## config.mk

```make
export PLATFORM = sky130hd
export DESIGN_NAME = quantum_scheduler
export DESIGN_NICKNAME = d
export VERILOG_FILES = /design/src/rtl/proc_sched_pkg.sv /design/src/rtl/rr_arbiter.sv /design/src/rtl/quantum_scheduler.sv
export SDC_FILE = /design/constraint.sdc
export NUM_CORES = 1
export LEC_CHECK = 0
export ABC_AREA = 1
export BUFFER_PORTS_ARGS = -buffer_cell sky130_fd_sc_hd__buf_4
export CORE_MARGIN = 5
export CORE_UTILIZATION = 25
export DETAILED_ROUTE_END_ITERATION = 7
export MAX_ROUTING_LAYER = met4
export PLACE_DENSITY = 0.5
export SETUP_SLACK_MARGIN = 0.1
export SLEW_MARGIN = 20
export SYNTH_ARGS = -nofsm -noshare
export SYNTH_HDL_FRONTEND = slang
export SYNTH_SLANG_ARGS = --single-unit
```

## constraint.sdc

```tcl
create_clock -name CLK -period 2.5 [get_ports CLK]
set_input_delay 0.125 -clock CLK [delete_from_list [all_inputs] [get_ports CLK]]
set_output_delay 0.125 -clock CLK [all_outputs]
set_load 0.02 [all_outputs]
```

## src/rtl/proc_sched_pkg.sv

```systemverilog
// Shared types and constants for the preemptive quantum scheduler.
package proc_sched_pkg;

   localparam int unsigned NPROC   = 8;
   localparam int unsigned PIDW    = $clog2(NPROC);
   localparam logic [31:0] PC_STEP = 32'd4;

   typedef enum logic [1:0] {
      IDLE,
      DISPATCH,
      RUN,
      SAVE
   } sched_state_t;

endpackage

```

## src/rtl/rr_arbiter.sv

```systemverilog
// Round-robin pick: first active slot strictly after cur_pid, wrapping NPROC-1 -> 0.
// The last candidate visited is cur_pid itself, so a lone active slot is re-picked.
module rr_arbiter #(
   parameter int unsigned NPROC = proc_sched_pkg::NPROC,
   parameter int unsigned PIDW  = $clog2(NPROC)
) (
   input  logic [NPROC-1:0] active,
   input  logic [PIDW-1:0]  cur_pid,
   output logic [PIDW-1:0]  next_pid,
   output logic             any_active
);

   logic            found;
   logic [PIDW-1:0] idx;

   // Rotate-and-priority-encode; the PIDW-bit add wraps for free (NPROC is a power of 2).
   always_comb begin
      next_pid   = cur_pid;
      any_active = |active;
      found      = 1'b0;
      idx        = '0;
      for (int i = 1; i <= int'(NPROC); i++) begin
         idx = cur_pid + PIDW'(i);
         if (!found && active[idx]) begin
            next_pid = idx;
            found    = 1'b1;
         end
      end
   end

endmodule

```

## src/rtl/quantum_scheduler.sv

```systemverilog
// Preemptive round-robin quantum scheduler beside the MIPS core.
// Counts retired instructions per quantum, saves the resume PC on expiry,
// requests a context change and then dispatches the next active process.
// Optional: define QUANTUM_STATS_EN for per-slot saturating preemption counters.
module quantum_scheduler
   import proc_sched_pkg::*;
#(
   parameter int unsigned NPROC    = proc_sched_pkg::NPROC,
   parameter int unsigned PIDW     = $clog2(NPROC),
   parameter int unsigned QW       = 32,
   parameter int unsigned QDEFAULT = 1000
) (
   input  logic            CLK,
   input  logic            reset,
   input  logic            tick,
   input  logic            halt,
   input  logic            set_quantum,
   input  logic [QW-1:0]   quantum_value,
   input  logic            proc_start,
   input  logic [PIDW-1:0] start_pid,
   input  logic [31:0]     start_pc,
   input  logic            proc_end,
   input  logic [31:0]     pc_in,
   input  logic            ctx_ack,
`ifdef QUANTUM_STATS_EN
   input  logic [PIDW-1:0] stat_pid,
   output logic [15:0]     stat_cnt,
`endif
   output logic            preempt_req,
   output logic            dispatch_vld,
   output logic [PIDW-1:0] next_pid,
   output logic [31:0]     next_pc,
   output logic [PIDW-1:0] cur_pid,
   output logic            os_mode,
   output logic [QW-1:0]   quantum_left
);

   sched_state_t    state_q, state_d;
   logic [NPROC-1:0] active_q, active_d;
   logic [NPROC-1:0] start_mask, end_mask;
   logic [31:0]     pc_tab_q [NPROC];
   logic [31:0]     pc_tab_d [NPROC];
   logic [QW-1:0]   quantum_q, quantum_d;
   logic [QW-1:0]   quantum_left_q, quantum_left_d;
   logic [PIDW-1:0] cur_pid_q, cur_pid_d;
   logic [PIDW-1:0] next_pid_q, next_pid_d;
   logic [31:0]     next_pc_q, next_pc_d;
   logic            dispatch_vld_q, dispatch_vld_d;
   logic            preempt_req_q, preempt_req_d;
   logic            os_mode_q, os_mode_d;
   logic [PIDW-1:0] rr_pid;
   logic            rr_any;
   logic            end_now;
   logic            expire;

   rr_arbiter #(
      .NPROC (NPROC),
      .PIDW  (PIDW)
   ) u_rr_arbiter (
      .active     (active_q),
      .cur_pid    (cur_pid_q),
      .next_pid   (rr_pid),
      .any_active (rr_any)
   );

   // proc_end only counts while a process owns the core; an end beats a same-cycle expiry.
   assign end_now = proc_end && (state_q == RUN || state_q == SAVE);
   assign expire  = (state_q == RUN) && !proc_end && tick && !halt &&
                    (quantum_left_q == QW'(1));

   // Slot set/clear masks; start is ORed in last so it wins over a same-slot end.
   always_comb begin
      start_mask = '0;
      end_mask   = '0;
      if (proc_start) start_mask[start_pid] = 1'b1;
      if (end_now)    end_mask[cur_pid_q]   = 1'b1;
   end

   // Next-state logic: table updates, quantum counting and the scheduling FSM.
   always_comb begin
      state_d        = state_q;
      active_d       = (active_q & ~end_mask) | start_mask;
      pc_tab_d       = pc_tab_q;
      quantum_d      = quantum_q;
      quantum_left_d = quantum_left_q;
      cur_pid_d      = cur_pid_q;
      next_pid_d     = next_pid_q;
      next_pc_d      = next_pc_q;
      dispatch_vld_d = 1'b0;
      preempt_req_d  = preempt_req_q;
      os_mode_d      = os_mode_q;

      if (set_quantum) quantum_d = quantum_value;
      if (expire)      pc_tab_d[cur_pid_q] = pc_in + PC_STEP;
      if (proc_start)  pc_tab_d[start_pid] = start_pc;

      unique case (state_q)
         IDLE: begin
            os_mode_d = 1'b1;
            if (rr_any && !halt) state_d = DISPATCH;
         end
         DISPATCH: begin
            if (!halt) begin
               if (rr_any) begin
                  dispatch_vld_d = 1'b1;
                  next_pid_d     = rr_pid;
                  next_pc_d      = pc_tab_q[rr_pid];
                  cur_pid_d      = rr_pid;
                  quantum_left_d = quantum_q;
                  os_mode_d      = 1'b0;
                  state_d        = RUN;
               end else begin
                  state_d = IDLE;
               end
            end
         end
         RUN, SAVE: begin
            if (end_now) begin
               preempt_req_d = 1'b0;
               if (|active_d) begin
                  state_d = DISPATCH;
               end else begin
                  state_d   = IDLE;
                  os_mode_d = 1'b1;
               end
            end else if (state_q == RUN) begin
               // A zero quantum never counts down, so it never expires.
               if (tick && !halt && quantum_left_q != '0) begin
                  quantum_left_d = quantum_left_q - QW'(1);
                  if (expire) begin
                     preempt_req_d = 1'b1;
                     state_d       = SAVE;
                  end
               end
            end else if (ctx_ack) begin
               preempt_req_d = 1'b0;
               state_d       = DISPATCH;
            end
         end
         default: state_d = IDLE;
      endcase
   end

   // State registers with asynchronous active-low reset.
   always_ff @(posedge CLK or negedge reset) begin
      if (!reset) begin
         state_q        <= IDLE;
         active_q       <= '0;
         for (int i = 0; i < int'(NPROC); i++) pc_tab_q[i] <= '0;
         quantum_q      <= QW'(QDEFAULT);
         quantum_left_q <= '0;
         cur_pid_q      <= '0;
         next_pid_q     <= '0;
         next_pc_q      <= '0;
         dispatch_vld_q <= 1'b0;
         preempt_req_q  <= 1'b0;
         os_mode_q      <= 1'b1;
      end else begin
         state_q        <= state_d;
         active_q       <= active_d;
         pc_tab_q       <= pc_tab_d;
         quantum_q      <= quantum_d;
         quantum_left_q <= quantum_left_d;
         cur_pid_q      <= cur_pid_d;
         next_pid_q     <= next_pid_d;
         next_pc_q      <= next_pc_d;
         dispatch_vld_q <= dispatch_vld_d;
         preempt_req_q  <= preempt_req_d;
         os_mode_q      <= os_mode_d;
      end
   end

`ifdef QUANTUM_STATS_EN
   logic [15:0] stat_q [NPROC];
   logic [15:0] stat_d [NPROC];

   // Saturating per-slot preemption count; a (re)start clears the slot's count.
   always_comb begin
      stat_d = stat_q;
      if (expire && stat_q[cur_pid_q] != 16'hFFFF) begin
         stat_d[cur_pid_q] = stat_q[cur_pid_q] + 16'd1;
      end
      if (proc_start) stat_d[start_pid] = '0;
   end

   // Preemption counter registers.
   always_ff @(posedge CLK or negedge reset) begin
      if (!reset) begin
         for (int i = 0; i < int'(NPROC); i++) stat_q[i] <= '0;
      end else begin
         stat_q <= stat_d;
      end
   end

   assign stat_cnt = stat_q[stat_pid];
`endif

   assign preempt_req  = preempt_req_q;
   assign dispatch_vld = dispatch_vld_q;
   assign next_pid     = next_pid_q;
   assign next_pc      = next_pc_q;
   assign cur_pid      = cur_pid_q;
   assign os_mode      = os_mode_q;
   assign quantum_left = quantum_left_q;

endmodule

```

==> flow_summary.ini <==
[synthesis]
synth_seq_cells = 368
async_flop_share_pct = 100
synth-edff-count = 0
yosys-top-cells-area = dfrtp_1 41%, nand2_1 13%, o21ai_0 9.0%
synth.avg_cell_area_sq_um = 7.07
synth_seq_area_share_pct = 41.9
synth_cell_types = 46
netlist_area_sq_mm = 0.0220
synth_top_area_share_pct = 41.1
yosysWarnings = 0
synth.net_count = 3224
yosysTopAreaCell = dfrtp_1
synthFlopType = dfrtp_1
synthTopCellsByCount = 737 x nand2_1, 452 x inv_1, 397 x o21ai_0
synthCells = 3107
post-synth-top-count-cell = nand2_1

[routing]
drt_first_pass_iters = 5
dr_total_vias = 23200
via_per_inst = 4.88
drcViolationCount = 0
drtIter0Drc = 2134
postRouteAntennaNets = 0
wl_per_cell_um = 20.3
drt_wl_total_um = 96200

[floorplanning]
core_area_sq_mm = 0.0870
row_count = 108
io_pins = 180
die_y_um = 306
dieArea_sq_mm = 0.0939
die_x_um = 306
start_util_pct = 25.3

[sta]
hold_violations = 0
fin_worst_skew_ps = 16.2
post-route-min-period_ps = 2720
setup_slack_ps = -218
period_share_pct = 109
report.final.slew_viol_count = 0
setup-violations-final = 34
slew_headroom_pct = 25.4
worst_pin_slew_ps = 1120
grt_setup_unrepaired = yes
max_freq_mhz = 368

[worst_setup_path]
criticalPathCategory = reg2reg
cp-endpoint = next_pc[18]
r2r_start = next_pid[0]
reg2reg_depth = 20
worstPathArrival_ps = 3200
cp_max_fo = 6
cp-startpoint = next_pid[0]
required_ps = 2980
r2r_setup_slack_ps = -220
cp-start-kind = register
reg2reg_to = next_pc[18]
end_kind = register

[grt]
grt_start_max_net_pins = 60
antenna_found_initial = 2
grt.overflow.total = 0
grt_usage_pct = 19.7
grt_pass1_vias = 22500
grt_pass1_wl_um = 140000

[clock_tree]
clockBufferDepth = 3
ctsHtreeMaxLevel = 2
cts_buffers = 47
root_buffer = clkbuf_16
path_clk_slew_ps = 60
clock_latency_ps = 590
clock_sinks = 368
cts_tree = done

[final_layout]
multi_input_area_sq_mm = 0.0110
fin_cells = 4752
final-seq-area_sq_mm = 0.00922
drive_gt1_share_pct = 23.7
area_growth_pct = 43.1
finish.utilization_pct = 36.1
fill_cells = 9167
finish.instance_area_sq_mm = 0.0314
nets = 3678

[worst_hold_path]
hp-class = in2reg

[power]
peakVddDrop_uv = 2410
p_total_mw = 48.5
leakagePower_nw = 15.2
powerDensity_mw_per_mm2 = 1540

[placement]
dp_cells = 4493
dp_hpwl_um = 57300
gp_congestion = 0.835
portBuffers = 179
dp_slack_ps = -332
placed_area_sq_mm = 0.0265

[outcome]
violations = negative setup slack
status = finished with violations

[run]
cap_violations = 0
==> critical path, stage by stage (launching register included) <==
cell	delay (ps)
dfrtp_2	420
inv_4	60
ha_4	320
nand3_1	130
nand2_1	110
nand2_1	70
nand2_2	90
nand3_4	110
nor3_4	140
nand4_1	120
buf_6	170
nand2_8	140
buf_12	150
clkbuf_16	160
nand2_1	50
nand2_1	50
nand2_1	50
nand3_1	90
nand2_1	70
nand2_1	60
nand2_1	50
==> flip-flops by register name (all words and copies together), names as in the netlist <==
name	cells
quantum_left	32
pc_tab_q	256
preempt_req	1
active_q	8
state_q	2
os_mode	1
quantum_q	32
next_pid	3
dispatch_vld	1
next_pc	32
==> worst min path at each step <==
stage,from,end,slack [ps],cells past startpoint
floorplan,reset,active_q[0],-170,0
global placement,reset,quantum_left[29],100,1
detailed placement,reset,quantum_q[17],110,1
CTS,start_pid[1],active_q[7],7,5
global route,start_pid[1],active_q[7],40,5
finish,start_pid[1],active_q[7],40,5
==> stage by stage <==
stage | TNS (ps) | hold slack [ps]
finish | -6470 | 35.4
global route | -19780 | 43.1
CTS | -5470 | 7.21
detailed placement | -13960 | 111
global placement | -12160 | 96.4
floorplan | -3620 | -171
==> what timing repair did <==
item                                    4_1_cts  5_1_grt
resized for setup                           241      215
cloned                                       23       18
hold endpoints to repair                    516        0
pin swaps                                    55       51
setup buffers                                42       18
hold buffers                                 77        0
endpoints found under the setup margin      223      323
==> power by group <==
group          switching, mW  internal [mW]  leakage [nW]
Combinational           19.4           13.6          10.4
Clock                   2.82           4.14         0.754
Sequential              1.01           7.50          4.12
Total                   23.2           25.3          15.2
==> area by class of cell <==
type	count	share of cell area, %
clock buffer	69	4.29
antenna	2	0.0159
clock inverter	14	0.609
tap	1155	4.60
inverter	476	5.93
sequential	368	29.3
timing repair inverter	2	0.0637
timing repair buffer	592	20.2
multi-input combinational	2074	35.0
==> cell usage in the layout, fill, tap and decap left out, types with 8 or more instances in the layout <==
cell           netlist  final
nand2_2              8     27
nor2_4               2     18
o211ai_1            33     33
a21oi_1            356    291
o21ai_2              2     34
o21ai_1             63    174
buf_16               0     28
o21ai_0            397    248
nand3b_1            52     52
dlygate4sd3_1        0     77
clkbuf_1            99     14
nand3_2              5     22
clkbuf_16            0     63
inv_6                0      9
nand3_1            200    179
mux2_2              11     11
xnor2_1             10     10
xor2_1              25     25
buf_6                6     24
nand2_1            737    712
nor2_2              13     14
nor3_1              12      9
dfrtp_1            361    358
ha_1                10      8
inv_1              452    448
buf_8                0      9
nor2_1              85     68
inv_2               23     14
buf_4               20    381
buf_12               0     58
nand4_1             16     16
a21oi_2              1     62
==> metal layers <==
layer	GRT usage, %	vias to the layer above	routed length, um
met5	-	-	0
li1	-	11000	-
met4	5.67	0	2940
met3	2.29	183	5980
met1	25.8	11200	41600
met2	32.3	852	45800
==> logic make-up (layout without fill, tap and decap cells) <==
| kind of cell | Yosys count | after routing | share of synthesized area [%] |
|---|---|---|---|
| compound gates | 869 | 869 | 20.4 |
| xor+xnor | 40 | 40 | 1.76 |
| fa+ha+maj | 10 | 10 | 0.569 |
| buf+inv | 665 | 1153 | 12.2 |
| flops | 368 | 368 | 41.9 |
| mux | 11 | 11 | 0.564 |
| other cells | 0 | 2 | 0 |
| simple gates | 1144 | 1144 | 22.6 |
Power figures use the tool's default switching activity.
